**config.mk**
```make
export PLATFORM = sky130hd
export DESIGN_NAME = iiitb_imem_loader
export DESIGN_NICKNAME = d
export VERILOG_FILES = /design/src/rtl/iiitb_imem_loader.sv
export SDC_FILE = /design/constraint.sdc
export NUM_CORES = 1
export LEC_CHECK = 0
export BUFFER_PORTS_ARGS = -buffer_cell sky130_fd_sc_hd__buf_2
export CORE_UTILIZATION = 61
export DETAILED_ROUTE_END_ITERATION = 12
export PLACE_DENSITY = 0.83
export SYNTH_ARGS = -nofsm -noshare
export SYNTH_HDL_FRONTEND = slang
export SYNTH_SLANG_ARGS = --single-unit
```
**constraint.sdc**
```tcl
create_clock -name clk -period 4.4 [get_ports clk]
set_input_delay 0.88 -clock clk [delete_from_list [all_inputs] [get_ports clk]]
set_output_delay 0.88 -clock clk [all_outputs]
set_load 0.005 [all_outputs]
```
**src/rtl/iiitb_imem_loader.sv**
```systemverilog
// Framed byte-stream loader: SYNC_BYTE, COUNT, COUNT*4 little-endian payload bytes, then an
// optional XOR checksum byte (enabled by defining LOADER_CSUM_EN); holds the core until loaded.
module iiitb_imem_loader #(
    parameter int          ADDR_W    = 5,
    parameter logic [7:0]  SYNC_BYTE = 8'hA5
) (
    input  logic              clk,
    input  logic              RN,
    input  logic [7:0]        rx_data,
    input  logic              rx_valid,
    output logic              rx_ready,
    output logic              imem_we,
    output logic [ADDR_W-1:0] imem_addr,
    output logic [31:0]       imem_wdata,
    output logic              core_hold,
    output logic              done,
    output logic              err
);

    localparam int CAPACITY = 1 << ADDR_W;

    typedef enum logic [2:0] {
        S_IDLE,
        S_COUNT,
        S_DATA,
        S_WRITE,
`ifdef LOADER_CSUM_EN
        S_CSUM,
`endif
        S_DONE,
        S_ERROR
    } state_t;

    state_t            state_q, state_d;
    logic [7:0]        n_q, n_d;
    logic [7:0]        word_cnt_q, word_cnt_d;
    logic [1:0]        byte_cnt_q, byte_cnt_d;
    logic [23:0]       word_q, word_d;
    logic              rx_ready_d, imem_we_d, core_hold_d, done_d, err_d;
    logic [ADDR_W-1:0] imem_addr_d;
    logic [31:0]       imem_wdata_d;
    logic              accept;
`ifdef LOADER_CSUM_EN
    logic [7:0]        csum_q, csum_d;
`endif

    assign accept = rx_valid & rx_ready;

    always_comb begin
        // NOTE: every combinational output gets a default first, so no path can infer a latch.
        state_d      = state_q;
        n_d          = n_q;
        word_cnt_d   = word_cnt_q;
        byte_cnt_d   = byte_cnt_q;
        word_d       = word_q;
        rx_ready_d   = 1'b1;
        imem_we_d    = 1'b0;
        imem_addr_d  = imem_addr;
        imem_wdata_d = imem_wdata;
        core_hold_d  = core_hold;
        done_d       = done;
        err_d        = err;
`ifdef LOADER_CSUM_EN
        csum_d       = csum_q;
`endif

        case (state_q)
            S_IDLE, S_DONE, S_ERROR: begin
                if (accept && rx_data == SYNC_BYTE) begin
                    state_d     = S_COUNT;
                    core_hold_d = 1'b1;
                    done_d      = 1'b0;
                    err_d       = 1'b0;
                    imem_addr_d = '0;
                    word_cnt_d  = '0;
                    byte_cnt_d  = '0;
`ifdef LOADER_CSUM_EN
                    csum_d      = '0;
`endif
                end
            end

            S_COUNT: begin
                if (accept) begin
                    n_d = rx_data;
                    if ({24'd0, rx_data} > 32'(CAPACITY)) begin
                        state_d = S_ERROR;
                        err_d   = 1'b1;
                    end else if (rx_data == 8'd0) begin
`ifdef LOADER_CSUM_EN
                        state_d     = S_CSUM;
`else
                        state_d     = S_DONE;
                        done_d      = 1'b1;
                        core_hold_d = 1'b0;
`endif
                    end else begin
                        state_d = S_DATA;
                    end
                end
            end

            S_DATA: begin
                if (accept) begin
                    word_d     = {rx_data, word_q[23:8]};
                    byte_cnt_d = byte_cnt_q + 2'd1;
`ifdef LOADER_CSUM_EN
                    csum_d     = csum_q ^ rx_data;
`endif
                    // Fourth byte completes the word: strobe it out and pause the stream.
                    if (byte_cnt_q == 2'd3) begin
                        imem_we_d    = 1'b1;
                        imem_wdata_d = {rx_data, word_q};
                        rx_ready_d   = 1'b0;
                        state_d      = S_WRITE;
                    end
                end
            end

            S_WRITE: begin
                imem_addr_d = imem_addr + ADDR_W'(1);
                word_cnt_d  = word_cnt_q + 8'd1;
                if (word_cnt_q + 8'd1 == n_q) begin
`ifdef LOADER_CSUM_EN
                    state_d     = S_CSUM;
`else
                    state_d     = S_DONE;
                    done_d      = 1'b1;
                    core_hold_d = 1'b0;
`endif
                end else begin
                    state_d = S_DATA;
                end
            end

`ifdef LOADER_CSUM_EN
            S_CSUM: begin
                if (accept) begin
                    if (rx_data == csum_q) begin
                        state_d     = S_DONE;
                        done_d      = 1'b1;
                        core_hold_d = 1'b0;
                    end else begin
                        state_d = S_ERROR;
                        err_d   = 1'b1;
                    end
                end
            end
`endif

            default: state_d = S_IDLE;
        endcase
    end

    always_ff @(posedge clk or negedge RN) begin
        if (!RN) begin
            state_q    <= S_IDLE;
            n_q        <= '0;
            word_cnt_q <= '0;
            byte_cnt_q <= '0;
            word_q     <= '0;
            rx_ready   <= 1'b0;
            imem_we    <= 1'b0;
            imem_addr  <= '0;
            imem_wdata <= '0;
            core_hold  <= 1'b1;
            done       <= 1'b0;
            err        <= 1'b0;
`ifdef LOADER_CSUM_EN
            csum_q     <= '0;
`endif
        end else begin
            // NOTE: non-blocking assignments so every register samples pre-edge values.
            state_q    <= state_d;
            n_q        <= n_d;
            word_cnt_q <= word_cnt_d;
            byte_cnt_q <= byte_cnt_d;
            word_q     <= word_d;
            rx_ready   <= rx_ready_d;
            imem_we    <= imem_we_d;
            imem_addr  <= imem_addr_d;
            imem_wdata <= imem_wdata_d;
            core_hold  <= core_hold_d;
            done       <= done_d;
            err        <= err_d;
`ifdef LOADER_CSUM_EN
            csum_q     <= csum_d;
`endif
        end
    end

endmodule

```
==> flow_summary.json <==
{
  "post-route-min-period_ps": 2280,
  "switchingPower_mw": 0.769,
  "drt_iter0_markers": 187,
  "num_vias": 2800,
  "reg2reg_slack_ps": 2150,
  "cts_tree": "built",
  "area_growth_pct": 12.9,
  "dieHeight_um": 81.8,
  "cap_viol_max_count": 0,
  "synth_nets": 368,
  "dr.pass1.iters": 4,
  "cts_buffer_depth": 2,
  "seq_power_share": 0.503,
  "vdd_ir_drop_max_uv": 352,
  "critPathMaxFanout": 6,
  "synth_top_area_frac": 0.554,
  "cts_sinks": 87,
  "postPlaceCellArea_um2": 4170,
  "grt_pass1_wl_mm": 12.4,
  "rsz0062_at_grt": "no",
  "yosysSeqAreaShare": 0.561,
  "antenna_cells": 0,
  "worstSetupEndpointType": "register",
  "cts_buffers": 9,
  "p_int_mw": 1.52,
  "place.gp.congestion": 0.851,
  "critPathRequiredTime_ps": 4680,
  "period_share": 0.518,
  "drc_errors": 0,
  "grt_max_degree": 88,
  "synth_ff_type": "dfrtp_1",
  "synth-seq-cells": 87,
  "final_cell_mix": "nand2_1, dfrtp_1, buf_2",
  "finalHoldViolCount": 0,
  "synth_edf_count": 0,
  "finalSetupViolCount": 0,
  "hpwl_mm": 4.94,
  "rows": 28,
  "drive_above_1_share": 0.283,
  "final.hold.worst_slack_ps": 478,
  "post_synth_instance_area_um2": 3880,
  "drv_slew": 0,
  "antenna_found_initial": 0,
  "postCtsHoldBufs": 0,
  "timing.fmax_mhz": 439,
  "avgViaCountPerCell": 5.82,
  "nets": 415,
  "cts_setup_buffers": 0,
  "ctsResizeCount": 0,
  "gr-total-overflow": 0,
  "worst_slack_ps": 2120,
  "syn_inst": 354,
  "synthDistinctLibCells": 51,
  "dp_slack_ps": 1780,
  "worst_pin_slew_ps": 1070,
  "p_sw_frac": 0.336,
  "p_clk_frac": 0.255,
  "clk_pin_slew_ps": 90,
  "power.leakage_nw": 2.24,
  "h-tree-depth": 3,
  "wl_per_cell_um": 15.5,
  "core-area_um2": 6030,
  "instances_no_fill": 481,
  "root_buffer": "clkbuf_8",
  "fp.dieArea_um2": 6690,
  "hp-class": "register to register",
  "clkLatencyLatePin_ps": 350,
  "multi_input_area_um2": 1610,
  "status": "finished clean",
  "die_w_um": 81.8,
  "skew_ps": 12.7,
  "synth_top_area_cell": "dfrtp_1",
  "grt_use_total": 0.251,
  "combPwrFrac": 0.242,
  "fin_setup_tns_ps": 0,
  "synth_area_leaders": "dfrtp_1, mux2_2, nand2_1",
  "pin_count": 53,
  "final_common_cell": "nand2_1",
  "ys_warn_count": 0,
  "initial_core_util": 0.645,
  "grt_pass1_vias": 2684,
  "routed_wl_mm": 7.48,
  "startpoint_type": "primary input",
  "antenna_left": 0,
  "finalInstanceArea_um2": 4390,
  "syn_avg_cell_area_um2": 11.0,
  "async_flop_share": 1.00,
  "fillers": 426,
  "power_density_nw_per_um2": 521,
  "arrival_ps": 2560,
  "regArea_um2": 2180,
  "slew_headroom": 0.285,
  "placed_cells": 465,
  "critPathKind": "primary input to register",
  "portBuffers": 52
}
[power by group through the flow]
| stage | sequential [mW] | clock (mW) | combinational, mW |
|---|---|---|---|
| 6_report | 1.15 | 0.583 | 0.553 |
| 3_3_place_gp | 1.16 | 0 | 0.519 |
| 2_1_floorplan | 1.09 | 0 | 0.459 |
| 5_1_grt | 1.18 | 0.625 | 0.633 |
| 4_1_cts | 1.15 | 0.590 | 0.556 |
| 3_5_place_dp | 1.16 | 0 | 0.550 |
[kinds of logic after synthesis]
kind of cell / Yosys count / share of synthesized area
mux: 41 / 0.119
fa+ha+maj: 3 / 0.00966
compound gates: 47 / 0.0863
flops: 87 / 0.561
buf+inv: 22 / 0.0258
simple gates: 143 / 0.174
xor+xnor: 11 / 0.0248
[metrics by stage]
stage / power, mW / util
2_1_floorplan: 1.55 / -
6_report: 2.29 / 0.728
3_5_place_dp: 1.71 / 0.692
5_1_grt: 2.44 / 0.728
3_3_place_gp: 1.68 / 0.692
4_1_cts: 2.30 / 0.728
[worst max-delay path: stages]
cell and delay, ps:
buf_2 130, or3_1 520, o31ai_4 290, a31oi_2 180, a2111oi_1 410, a221o_1 160
[state kept, by name, summed over array words and instances (netlist names)]
signal and flops:
core_hold 1, rx_ready 1, byte_cnt_q 2, imem_addr 5, word_cnt_q 8, err 1, state_q 3, imem_wdata 32
done 1, n_q 8, word_q 24, imem_we 1
[path summary, 6_finish.rpt]
check | cells after the start | from | endpoint
max | 6 | rx_data[1] | state_q[2]
min | 2 | word_q[5] | word_q[5]
max reg2reg | 6 | word_cnt_q[0] | state_q[2]
min reg2reg | 2 | word_q[5] | word_q[5]
max in group asynchronous | 1 | RN | n_q[6]
min in group asynchronous | 1 | RN | imem_wdata[11]
[synthesized netlist by cell type (2+ instances only)]
cell	count
nand2_1	92
dfrtp_1	86
mux2_2	34
o21ai_0	16
nor2_1	14
buf_2	8
clkbuf_1	8
xor2_1	8
mux2_1	7
nand4_1	7
a21oi_1	6
nor3_1	5
inv_1	4
or3_1	4
a31oi_1	3
and3_1	3
ha_1	3
nand3_1	3
nor2b_1	3
o41ai_1	3
xnor2_1	3
a311oi_1	2
o21ai_1	2
o22ai_1	2
o31a_1	2
[layer usage]
| layer | track usage | up-vias | share of wire |
|---|---|---|---|
| li1 | - | 1329 | - |
| met1 | 0.337 | 1375 | 0.44 |
| met2 | 0.396 | 83 | 0.49 |
| met3 | 0.0500 | 13 | 0.052 |
| met4 | 0.111 | 0 | 0.021 |
| met5 | 0 | - | 0 |
[final cells by class]
| cell class | instances | share of cell area |
|---|---|---|
| sequential | 87 | 0.497 |
| multi-input combinational | 245 | 0.366 |
| timing repair buffer | 54 | 0.0633 |
| clock buffer | 11 | 0.0345 |
| tap | 75 | 0.0214 |
| clock inverter | 5 | 0.0143 |
| inverter | 4 | 0.00342 |
Note: power is estimated with default switching activity, not from simulation.
